$ cat config.mk
export PLATFORM = sky130hd
export DESIGN_NAME = cic_i
export DESIGN_NICKNAME = d
export VERILOG_FILES = /design/src/rtl/cic_pkg.sv /design/src/rtl/upsampler_variable.sv /design/src/rtl/cic_i.sv
export SDC_FILE = /design/constraint.sdc
export NUM_CORES = 1
export LEC_CHECK = 0
export CAP_MARGIN = 10
export CORE_MARGIN = 8
export CORE_UTILIZATION = 60
export CTS_CLUSTER_SIZE = 16
export DETAILED_ROUTE_END_ITERATION = 8
export PLACE_DENSITY = 0.82
export SKIP_LAST_GASP = 1
export SYNTH_ARGS = -nofsm -noshare
export SYNTH_HDL_FRONTEND = slang
export SYNTH_SLANG_ARGS = --single-unit
export TNS_END_PERCENT = 20
$ cat constraint.sdc
create_clock -name clk -period 3.9 [get_ports clk]
set_input_delay 0.585 -clock clk [delete_from_list [all_inputs] [get_ports clk]]
set_output_delay 0.585 -clock clk [all_outputs]
set_load 0.02 [all_outputs]
$ cat src/rtl/cic_pkg.sv
// Shared CIC definitions: width helpers and the rate word type used by the
// interpolator and the decimator.
package cic_pkg;

  localparam int RATE_W = 16;

  typedef logic [RATE_W-1:0] rate_t;

  function automatic int clog2_l(input longint unsigned v);
    int res;
    res = 0;
    for (int i = 63; i >= 0; i--) begin
      if ((64'd1 << i) >= v) res = i;
    end
    return res;
  endfunction

  // Full-precision register width for an N-stage CIC with ratio R and delay M.
  function automatic int b_max(input int n, input int r, input int m, input int inp_dw);
    longint unsigned p;
    p = 1;
    for (int i = 0; i < n; i++) p = p * longint'(r * m);
    return inp_dw + clog2_l(p);
  endfunction

  // Input width of comb stage j; its output is one bit wider.
  function automatic int comb_w(input int j, input int inp_dw);
    return inp_dw + j;
  endfunction

endpackage

$ cat src/rtl/upsampler_variable.sv
// Input handshake pacing, pending/active rate tracking and zero-stuffing
// for the variable-rate CIC interpolator.
module upsampler_variable
  import cic_pkg::*;
#(
  parameter int IN_W    = 19,
  parameter int OUT_W   = 22,
  parameter int RATE_DW = 16,
  parameter int CIC_R   = 4,
  parameter int CIC_N   = 3
) (
  input  logic               clk,
  input  logic               reset_n,
  input  logic [RATE_DW-1:0] rate_tdata,
  input  logic               rate_tvalid,
  input  logic               in_tvalid,
  output logic               in_tready,
  output logic               in_xfer,
  input  logic [IN_W-1:0]    comb_tdata,
  input  logic               comb_tvalid,
  output logic [OUT_W-1:0]   up_tdata,
  output logic               up_tvalid
);

  localparam logic [RATE_DW-1:0] R_MAX = RATE_DW'(CIC_R);
  localparam logic [RATE_DW-1:0] R_ONE = RATE_DW'(1);

  logic [RATE_DW-1:0]      cnt_q, cnt_d;
  logic [RATE_DW-1:0]      pend_q, pend_d;
  logic [RATE_DW-1:0]      stuff_q, stuff_d;
  logic [RATE_DW-1:0]      act_q [CIC_N];
  logic [RATE_DW-1:0]      act_d [CIC_N];
  logic signed [OUT_W-1:0] up_data_q, up_data_d;
  logic                    up_vld_q, up_vld_d;
  logic [RATE_DW-1:0]      r_eff;
  logic                    rate_ok;

  assign rate_ok   = rate_tvalid && (rate_tdata != '0) && (rate_tdata <= R_MAX);
  assign r_eff     = rate_ok ? rate_tdata : pend_q;
  assign in_tready = reset_n && (cnt_q == '0);
  assign in_xfer   = in_tvalid && in_tready;

  // act_q carries the rate seen at each cycle through a CIC_N-deep line so the
  // comb output is stuffed with the rate that was active when it was accepted.
  always_comb begin
    pend_d = r_eff;
    cnt_d  = cnt_q;
    if (in_xfer)              cnt_d = r_eff - R_ONE;
    else if (cnt_q != '0)     cnt_d = cnt_q - R_ONE;
    act_d[0] = r_eff;
    for (int k = 1; k < CIC_N; k++) act_d[k] = act_q[k-1];
    up_data_d = '0;
    up_vld_d  = 1'b0;
    stuff_d   = stuff_q;
    if (comb_tvalid) begin
      up_data_d = OUT_W'($signed(comb_tdata));
      up_vld_d  = 1'b1;
      stuff_d   = act_q[CIC_N-1] - R_ONE;
    end else if (stuff_q != '0) begin
      up_vld_d  = 1'b1;
      stuff_d   = stuff_q - R_ONE;
    end
  end

  always_ff @(posedge clk) begin
    if (!reset_n) begin
      cnt_q     <= '0;
      pend_q    <= R_MAX;
      stuff_q   <= '0;
      up_data_q <= '0;
      up_vld_q  <= 1'b0;
      for (int k = 0; k < CIC_N; k++) act_q[k] <= R_MAX;
    end else begin
      cnt_q     <= cnt_d;
      pend_q    <= pend_d;
      stuff_q   <= stuff_d;
      up_data_q <= up_data_d;
      up_vld_q  <= up_vld_d;
      for (int k = 0; k < CIC_N; k++) act_q[k] <= act_d[k];
    end
  end

  assign up_tdata  = up_data_q;
  assign up_tvalid = up_vld_q;

endmodule

$ cat src/rtl/cic_i.sv
// Variable-rate CIC interpolator: combs at the input rate, zero-stuffing by r,
// integrators at the clock rate, truncated registered output.
module cic_i
  import cic_pkg::*;
#(
  parameter int INP_DW  = 16,
  parameter int OUT_DW  = 22,
  parameter int RATE_DW = 16,
  parameter int CIC_R   = 4,
  parameter int CIC_N   = 3,
  parameter int CIC_M   = 1
) (
  input  logic               clk,
  input  logic               reset_n,
  input  logic [INP_DW-1:0]  s_axis_in_tdata,
  input  logic               s_axis_in_tvalid,
  output logic               s_axis_in_tready,
  input  logic [RATE_DW-1:0] s_axis_rate_tdata,
  input  logic               s_axis_rate_tvalid,
  output logic [OUT_DW-1:0]  m_axis_out_tdata,
  output logic               m_axis_out_tvalid
);

  localparam int B_MAX   = b_max(CIC_N, CIC_R, CIC_M, INP_DW);
  localparam int C_OUT_W = comb_w(CIC_N, INP_DW);

  function automatic logic [OUT_DW-1:0] trunc_out(input logic [B_MAX-1:0] v);
    return v[B_MAX-1 -: OUT_DW];
  endfunction

  logic                    xfer;
  logic signed [B_MAX-1:0] up_data;
  logic                    up_vld;
  logic [OUT_DW-1:0]       out_data_q, out_data_d;
  logic                    out_vld_q, out_vld_d;

  // Comb stages: advance only on their input strobe, full precision.
  for (genvar j = 0; j < CIC_N; j++) begin : g_comb
    localparam int W = comb_w(j, INP_DW);
    logic signed [W-1:0] x;
    logic                stb;
    logic signed [W-1:0] dly_q [CIC_M];
    logic signed [W-1:0] dly_d [CIC_M];
    logic signed [W:0]   y_q, y_d;
    logic                vld_q, vld_d;

    if (j == 0) begin : g_src
      assign x   = s_axis_in_tdata;
      assign stb = xfer;
    end else begin : g_src
      assign x   = g_comb[j-1].y_q;
      assign stb = g_comb[j-1].vld_q;
    end

    always_comb begin
      dly_d = dly_q;
      y_d   = y_q;
      vld_d = stb;
      if (stb) begin
        y_d      = {x[W-1], x} - {dly_q[CIC_M-1][W-1], dly_q[CIC_M-1]};
        dly_d[0] = x;
        for (int k = 1; k < CIC_M; k++) dly_d[k] = dly_q[k-1];
      end
    end

    always_ff @(posedge clk) begin
      if (!reset_n) begin
        y_q   <= '0;
        vld_q <= 1'b0;
        for (int k = 0; k < CIC_M; k++) dly_q[k] <= '0;
      end else begin
        y_q   <= y_d;
        vld_q <= vld_d;
        for (int k = 0; k < CIC_M; k++) dly_q[k] <= dly_d[k];
      end
    end
  end

  // Upsampler stage
  upsampler_variable #(
    .IN_W    (C_OUT_W),
    .OUT_W   (B_MAX),
    .RATE_DW (RATE_DW),
    .CIC_R   (CIC_R),
    .CIC_N   (CIC_N)
  ) u_up (
    .clk         (clk),
    .reset_n     (reset_n),
    .rate_tdata  (s_axis_rate_tdata),
    .rate_tvalid (s_axis_rate_tvalid),
    .in_tvalid   (s_axis_in_tvalid),
    .in_tready   (s_axis_in_tready),
    .in_xfer     (xfer),
    .comb_tdata  (g_comb[CIC_N-1].y_q),
    .comb_tvalid (g_comb[CIC_N-1].vld_q),
    .up_tdata    (up_data),
    .up_tvalid   (up_vld)
  );

  // Integrator stages: wrap modulo 2^B_MAX, hold while the strobe is low.
  for (genvar k = 0; k < CIC_N; k++) begin : g_int
    logic signed [B_MAX-1:0] x;
    logic                    stb;
    logic signed [B_MAX-1:0] acc_q, acc_d;
    logic                    vld_q, vld_d;

    if (k == 0) begin : g_src
      assign x   = up_data;
      assign stb = up_vld;
    end else begin : g_src
      assign x   = g_int[k-1].acc_q;
      assign stb = g_int[k-1].vld_q;
    end

    always_comb begin
      acc_d = acc_q;
      if (stb) acc_d = acc_q + x;
      vld_d = stb;
    end

    always_ff @(posedge clk) begin
      if (!reset_n) begin
        acc_q <= '0;
        vld_q <= 1'b0;
      end else begin
        acc_q <= acc_d;
        vld_q <= vld_d;
      end
    end
  end

  // Output register stage
  always_comb begin
    out_vld_d  = g_int[CIC_N-1].vld_q;
    out_data_d = out_data_q;
    if (g_int[CIC_N-1].vld_q) out_data_d = trunc_out(g_int[CIC_N-1].acc_q);
  end

  always_ff @(posedge clk) begin
    if (!reset_n) begin
      out_data_q <= '0;
      out_vld_q  <= 1'b0;
    end else begin
      out_data_q <= out_data_d;
      out_vld_q  <= out_vld_d;
    end
  end

  assign m_axis_out_tdata  = out_data_q;
  assign m_axis_out_tvalid = out_vld_q;

endmodule

==> impl_metrics.yaml, run 1 <==
grt:
  grt_pass1_vias: 12900
  antenna_found_initial: 0
  grt_pass1_wl_mm: 57.4
  groute.usage.overall: 0.199
  grt_max_degree: 77
  grt-ovfl-total: 0
clock_tree:
  postCtsSetupBuffers: 0
  hold_buffers: 0
  numCtsBuffers: 34
  cts.clk_slew.worst_paths_ps: 60
  clk_latency_ps: 520
  cts_tree: "built"
  clock-sinks: 300
  cts_root_buffer: "clkbuf_16"
  cts_resized: 0
  htreeDepth: 2
  clock_path_buffers: 3
die:
  rows: 60
  die_w_um: 179
  ios: 60
  core_um2: 26600
  dieArea_um2: 32200
  die_h_um: 179
  initial_utilization: 0.603
layout:
  nNetsFinal: 2054
  num_antenna_cells: 0
  finalInstanceArea_um2: 18000
  drive_gt1_frac: 0.0474
  utilization: 0.679
  syn_to_final_growth_pct: 12.6
  fillers: 2070
drt:
  drc: 0
  wire_per_inst_um: 14.4
  drt_iter0_drc: 628
  drt.antenna.violating_nets: 0
  wirelength_mm: 32.6
  routed_via_density: 5.78
  dr.pass1.iters: 6
  dr_total_vias: 13100
logic_synthesis:
  yosysWarnings: 0
  syn_area_per_cell_um2: 8.65
  yosys.cell_types.count: 72
  ys_seq_elements: 300
  synth-edff-count: 0
  syn-num-nets: 2011
  synth-seq-area-share: 0.375
  syn-instance-count: 1853
  synthesis.area_um2: 16000
  async_flop_share: 0
  synth-main-ff-cell: "dfxtp_1"
placement:
  io_buffers: 59
  routabilityCongestion: 0.886
  place_area_um2: 16900
  hpwl_mm: 23.0
critical_path:
  crit_path_end: "s_axis_in_tready"
  crit_chain: "or3_4 > or4b_1 > or2_2 > nor2_1 > clkdlybuf4s50_1"
  critPathCaptureType: "output port"
  critPathArrivalTime_ps: 2710
  worst_r2r_endpoint: "u_up.cnt_q[14]"
  critPathMaxFanout: 3
  slowest_delay_ps: 610
  worstSetupPathType: "reg -> out"
  worstPathRequired_ps: 3310
  r2r-start: "u_up.cnt_q[0]"
  worstRegToRegCells: 9
  critPathLaunchType: "register"
  r2r_slack_ps: 630
  crit_start: "u_up.cnt_q[0]"
  cp_slowest_cell: "clkdlybuf4s50_1"
timing:
  tightest_slew_ps: 850
  fin_crit_sh: 0.845
  setup_tns_ps: 0
  hold_ws_ps: 406
  finalHoldViolations: 0
  slew_headroom: 0.434
  fin_skew_ps: 33.3
  rsz0062_at_grt: "false"
  period_needed_ps: 3300
  max_freq_ghz: 0.303
  slew_violations: 0
  finalSetupViolations: 0
power_and_ir_drop:
  powerDensity_nw_per_um2: 491
  internal_power_mw: 6.20
  p_sw_frac: 0.300
  comb_power_share: 0.253
  switching_power_mw: 2.66
  p_leak_nw: 7.18
  sequentialPowerShare: 0.390
  vdd_drop_max_uv: 341
  clkPwrFrac: 0.358
run_status:
  status: "completed"
flow_run:
  cap_violations: 0
hold_path:
  hp-class: "in -> reg"
flip-flops by register name, summed over array words and instances, names as in the netlist:
register and count:
m_axis_out_tvalid 1, u_up.up_tdata 19, m_axis_out_tdata 22, u_up.up_tvalid 1, u_up.pend_q 15, u_up.act_q 33
g_int.acc_q 66, g_comb.dly_q 51, g_comb.vld_q 3, u_up.cnt_q 16, u_up.stuff_q 16, g_int.vld_q 3
g_comb.y_q 54
layout make-up:
| cell class | instances | area (um^2) | share of cell area |
|---|---|---|---|
| Clock buffer | 49 | 968 | 0.0537 |
| Clock inverter | 10 | 146 | 0.00811 |
| Tap cell | 341 | 427 | 0.0236 |
| Timing Repair Buffer | 80 | 746 | 0.0413 |
| Multi-Input combinational cell | 1374 | 9360 | 0.518 |
| Sequential cell | 300 | 6010 | 0.333 |
| Inverter | 106 | 400 | 0.0222 |
worst max-delay path, delay by kind of cell, from the launching register on:
kind,cells,cell delay (ps)
buf+inv,1,610
flops,1,310
simple gates,4,1270
Yosys cell counts (25+ instances only):
library cell / number / area, um^2
a211oi_1: 40 / 300
a21o_1: 32 / 240
a21oi_1: 102 / 510
and2_1: 53 / 332
and3_1: 32 / 200
clkbuf_1: 58 / 218
dfxtp_1: 300 / 6010
ha_1: 116 / 1450
inv_1: 104 / 390
mux2i_1: 109 / 1090
nand2_1: 89 / 334
nand2b_1: 26 / 163
nand3_1: 56 / 280
nand3b_1: 25 / 188
nor2_1: 210 / 788
nor3_1: 65 / 325
o21a_1: 34 / 255
o21ai_0: 81 / 405
o31ai_1: 32 / 240
xnor2_1: 47 / 412
stage by stage:
step                total power [mW]  instances  worst slack [ps]
global placement                5.63       2201               267
detailed placement              5.72       2201               222
global route                    9.36       2260               456
floorplan                       5.24       1853               433
finish                          8.86       2260               603
CTS                             8.92       2260               574
power groups by stage:
stage	clock, mW	combinational, mW	sequential [mW]
2_1_floorplan	0	1.78	3.46
3_3_place_gp	0	2.13	3.50
3_5_place_dp	0	2.21	3.51
4_1_cts	3.25	2.23	3.45
5_1_grt	3.37	2.51	3.48
6_report	3.17	2.24	3.45
worst min path at each step:
stage | endpoint | startpoint | slack (ps) | cells after the start
global placement | u_up.act_q[0][34] | u_up.act_q[0][18] | 390 | 1
global route | u_up.pend_q[0] | reset_n | 400 | 3
floorplan | u_up.act_q[0][34] | u_up.act_q[0][18] | 390 | 1
finish | u_up.pend_q[0] | reset_n | 410 | 3
CTS | u_up.pend_q[0] | reset_n | 390 | 3
detailed placement | u_up.act_q[0][34] | u_up.act_q[0][18] | 410 | 1
logic make-up after synthesis:
kind of cell             count (synthesis)  synth area share
buffers and inverters                  179            0.0426
flip-flops                             300             0.375
AO/OA/AOI/OAI                          413             0.171
multiplexers                           111            0.0694
adder cells (fa/ha/maj)                122            0.0980
XOR/XNOR                                71            0.0388
AND/OR/NAND/NOR                        657             0.206
per-layer routing:
layer  global-route usage  routed length (um)  vias to the layer above
met5                    0                   0                        -
met4               0.0684                 747                        0
met3               0.0310                1210                       60
met2                0.355               15700                      263
met1                0.241               15000                     6070
li1                     -                   -                     6670
cell usage in the layout (no fill, tap or decap), types with 25 or more instances in the layout:
master / Yosys / layout
nand3_1: 56 / 56
ha_1: 116 / 116
a21oi_1: 102 / 102
xnor2_1: 47 / 47
nand3b_1: 25 / 25
nand2b_1: 26 / 26
dfxtp_1: 300 / 299
clkbuf_16: 0 / 35
mux2i_1: 109 / 109
o21a_1: 34 / 34
nand2_1: 89 / 89
clkdlybuf4s50_1: 0 / 58
inv_1: 104 / 103
and2_1: 53 / 53
nor3_1: 65 / 65
a211oi_1: 40 / 40
o21ai_0: 81 / 81
a21o_1: 32 / 32
nor2_1: 210 / 210
and3_1: 32 / 32
o31ai_1: 32 / 32
(Power assumes the default switching activity.)
==> inputs of run 2 (changes only) <==
- CORE_UTILIZATION: 60 -> 56
- PLACE_DENSITY: 0.82 -> 0.8
- clock period: 3.9 -> 2.81 ns (I/O delays scaled with it)
==> impl_metrics.yaml, run 2 (synthesis results as in run 1) <==
run_status:
  status: "completed"
layout:
  multiInputGateArea_um2: 9560
  drive_gt1_frac: 0.103
  final_cell_mix: "297 x dfxtp_1, 210 x nor2_1, 115 x ha_1"
  largest_reg_flops: 66
  top_regs: "g_int.acc_q (66), g_comb.y_q (54), g_comb.dly_q (51)"
  regArea_um2: 6010
  final_common_cell: "dfxtp_1"
  nNetsFinal: 2131
  syn_to_final_growth_pct: 18.5
  fillers: 2253
  top_register: "g_int.acc_q"
  num_antenna_cells: 0
drt:
  dr.pass1.iters: 5
  drt.antenna.violating_nets: 0
  wire_per_inst_um: 14.5
  wl_met2_mm: 17.1
  wl_met1_mm: 15.6
  drc: 0
  drt_iter0_drc: 729
  wl_met3_mm: 1.11
  wirelength_mm: 34.6
  route.top_layer_used: "met4"
  dr_total_vias: 13400
  routed_via_density: 5.62
critical_path:
  worstPathRequired_ps: 3220
  critPathArrivalTime_ps: 3220
  worstSetupPathType: "reg -> reg"
  critPathCaptureType: "register"
  critPathMaxFanout: 6
  critPathLaunchType: "register"
timing:
  fin_ws_ps: 2.29
  fin_skew_ps: 25.0
  finalHoldViolations: 0
  fin_crit_sh: 0.999
  setup_tns_ps: 0
  tightest_slew_ps: 622
  hold_ws_ps: 288
  period_needed_ps: 2810
  finalSetupViolations: 0
  slew_violations: 0
  max_freq_ghz: 0.356
  rsz0062_at_grt: "true"
  slew_headroom: 0.585
grt:
  grt_pass1_wl_mm: 60.4
  grt_max_degree: 62
  grt-ovfl-total: 0
  grt_pass1_vias: 13400
  groute.usage.overall: 0.203
  antenna_found_initial: 0
die:
  initial_utilization: 0.563
  rows: 62
  die_h_um: 185
  dieArea_um2: 34300
  die_w_um: 185
  ios: 60
  core_um2: 28500
power_and_ir_drop:
  p_leak_nw: 7.64
  total_power_mw: 13.0
  powerDensity_nw_per_um2: 685
  vdd_drop_max_uv: 808
clock_tree:
  cts_tree: "built"
  htreeDepth: 2
  clock_path_buffers: 3
  cts_root_buffer: "clkbuf_16"
  cts.clk_slew.worst_paths_ps: 60
  clock-sinks: 300
  hold_buffers: 0
  numCtsBuffers: 34
  clk_latency_ps: 520
flow_run:
  cap_violations: 0
placement:
  pre_cts_ws_ps: -425
  io_buffers: 59
  routabilityCongestion: 0.864
  hpwl_mm: 24.5
hold_path:
  hp-class: "in -> reg"
run 2: cell types whose count changed in the layout (fill, tap and decap cells not counted), moves of 3 or more:
cell | before | now
buf_4 | 22 | 96
a211oi_1 | 40 | 35
a211oi_2 | 0 | 5
clkbuf_1 | 10 | 6
a21oi_1 | 102 | 99
a21oi_2 | 0 | 3
nor2b_1 | 24 | 21
nor2b_2 | 0 | 3
nor4_1 | 8 | 5
run 2: metal layers:
layer	vias up	GRT usage
li1	6836	-
met1	6267	0.247
met2	221	0.362
met3	66	0.0296
met4	0	0.0669
met5	-	0
run 2: path summary, 6_finish.rpt:
path | from | end | slack (ps) | cells past startpoint
setup reg to reg | u_up.cnt_q[0] | u_up.cnt_q[10] | 2 | 9
setup / recovery | u_up.cnt_q[0] | u_up.cnt_q[10] | 2 | 9
hold reg to reg | u_up.act_q[0][18] | u_up.act_q[0][34] | 410 | 1
hold / removal | reset_n | u_up.pend_q[0] | 290 | 3
run 2: what timing repair did:
action | in CTS | in global routing
gates resized for setup | 9 | 27
endpoints found under the setup margin | 10 | 22
buffers inserted | 10 | 6
pin swaps | 1 | 11
run 2: metrics by stage:
step	area [um^2]	util	instances
detailed placement	17500	0.616	2305
global placement	17500	0.616	2305
finish	19000	0.668	2382
floorplan	16200	-	1853
CTS	18800	0.662	2376
global route	19000	0.668	2382
run 2: report_power, final:
group	switching, mW	internal, mW
registers	0.231	4.56
logic	1.87	1.64
clock network	1.79	2.93
run 2: critical path: stages, from the launching register on:
cell and delay, ps:
dfxtp_2 320, or3_4 380, or4b_4 490, or3_4 440, buf_6 150, buf_4 140
o311a_1 360, buf_4 160, a22oi_1 170, a21oi_1 90
run 2: layout make-up:
cell class | count | area share
Timing Repair Buffer | 157 | 0.0708
Sequential cell | 300 | 0.316
Clock buffer | 47 | 0.0516
Inverter | 106 | 0.0211
Tap cell | 384 | 0.0253
Clock inverter | 14 | 0.0119
Multi-Input combinational cell | 1374 | 0.503
==> inputs of run 3 (changes only) <==
- CORE_UTILIZATION: 56 -> 35
- PLACE_DENSITY: 0.8 -> 0.55
==> impl_metrics.yaml, run 3 (synthesis results as in run 1) <==
grt:
  groute.usage.overall: 0.130
  grt_max_degree: 119
  antenna_found_initial: 0
  grt-ovfl-total: 0
  grt_pass1_wl_mm: 60.3
  grt_pass1_vias: 12800
power_and_ir_drop:
  p_leak_nw: 7.72
  vdd_drop_max_uv: 555
  powerDensity_nw_per_um2: 688
clock_tree:
  cts_root_buffer: "clkbuf_16"
  clk_latency_ps: 540
  numCtsBuffers: 37
  clock_path_buffers: 3
  htreeDepth: 2
  cts.clk_slew.worst_paths_ps: 60
  clock-sinks: 300
  cts_tree: "built"
placement:
  dp_cells: 2530
  hpwl_mm: 24.5
  io_buffers: 59
  routabilityCongestion: 0.832
drt:
  drt_iter0_drc: 472
  dr.pass1.iters: 5
  dr_total_vias: 12900
  wirelength_mm: 34.7
  drc: 0
  routed_via_density: 4.97
  wire_per_inst_um: 13.4
  drt.antenna.violating_nets: 0
die:
  die_w_um: 230
  die_h_um: 230
  initial_utilization: 0.354
  core_um2: 45300
  dieArea_um2: 52900
  rows: 78
  ios: 60
layout:
  top_register: "g_int.acc_q"
  final_cell_mix: "296 x dfxtp_1, 210 x nor2_1, 114 x ha_1"
  largest_reg_flops: 66
  num_antenna_cells: 0
  stdcell_count: 2601
  drive_gt1_frac: 0.103
  top_regs: "g_int.acc_q (66), g_comb.y_q (54), g_comb.dly_q (51)"
  nNetsFinal: 2131
  utilization: 0.428
  syn_to_final_growth_pct: 21.0
  final_common_cell: "dfxtp_1"
critical_path:
  critPathCaptureType: "register"
  worstSetupPathType: "reg -> reg"
  critPathMaxFanout: 8
  worstPathRequired_ps: 3230
  critPathArrivalTime_ps: 3230
  critPathLaunchType: "register"
timing:
  rsz0062_at_grt: "true"
  slew_headroom: 0.388
  period_needed_ps: 2810
  max_freq_ghz: 0.356
  finalSetupViolations: 1
  fin_crit_sh: 1.00
  slew_violations: 0
  finalHoldViolations: 0
  setup_tns_ps: -0.637
  tightest_slew_ps: 908
  fin_ws_ps: -0.637
  fin_skew_ps: 21.4
  hold_ws_ps: 404
run_status:
  violations: "setup timing"
  status: "complete, but fails checks"
flow_run:
  cap_violations: 0
hold_path:
  hp-class: "in -> reg"
[run 3: stage by stage]
step | power, mW | worst slack [ps] | area [um^2]
2_1_floorplan | 7.31 | -6.42 | 16200
3_3_place_gp | 8.19 | -364 | 17900
3_5_place_dp | 8.25 | -417 | 17900
4_1_cts | 13.5 | -56.7 | 19300
5_1_grt | 14.2 | -101 | 19400
6_report | 13.3 | -0.637 | 19400
[run 3: worst max-delay path: stages (launching register included)]
cell     delay (ps)
dfxtp_2         320
or3_4           380
or4b_4          490
or3_4           340
buf_8           150
buf_4           140
o311a_1         420
o311a_4         170
nand4_1         110
xnor2_1         130
nor2_1           50
[run 3: final cells by class]
| class | count | area, um^2 |
|---|---|---|
| fillers | 4559 | 25900 |
| inverters | 106 | 400 |
| flip-flops and latches | 300 | 6010 |
| multi-input cells | 1374 | 9530 |
| clock inverters | 16 | 244 |
| well taps | 600 | 751 |
| clock buffers | 51 | 1090 |
| repair buffers | 154 | 1370 |
[run 3: what timing repair did]
action                                  4_1_cts  5_1_grt
cloned                                        0        0
gates resized for setup                       6       29
setup buffers                                 1        3
hold endpoints to repair                      0        0
endpoints found under the setup margin        7       32
pin swaps                                     1        8
hold buffers                                  0        0
[run 3: final timing paths]
kind                        to              start  slack (ps)  cells past startpoint
max             u_up.cnt_q[15]      u_up.cnt_q[0]        -0.6                     10
min             u_up.pend_q[2]            reset_n         400                      3
max reg2reg     u_up.cnt_q[15]      u_up.cnt_q[0]        -0.6                     10
min reg2reg  u_up.act_q[0][34]  u_up.act_q[0][18]         410                      1
[run 3: report_power, final]
| part | switching [mW] | internal (mW) | total (mW) |
|---|---|---|---|
| combinational | 1.82 | 1.61 | 3.44 |
| clock | 1.86 | 3.27 | 5.13 |
| sequential | 0.226 | 4.56 | 4.79 |
| total | 3.91 | 9.44 | 13.3 |
[run 3: routing by layer]
layer / global-route usage / part of all wire / up-vias
li1: - / - / 6849
met1: 0.162 / 0.49 / 5856
met2: 0.224 / 0.46 / 165
met3: 0.0227 / 0.033 / 58
met4: 0.0467 / 0.025 / 0
met5: 0 / 0 / -
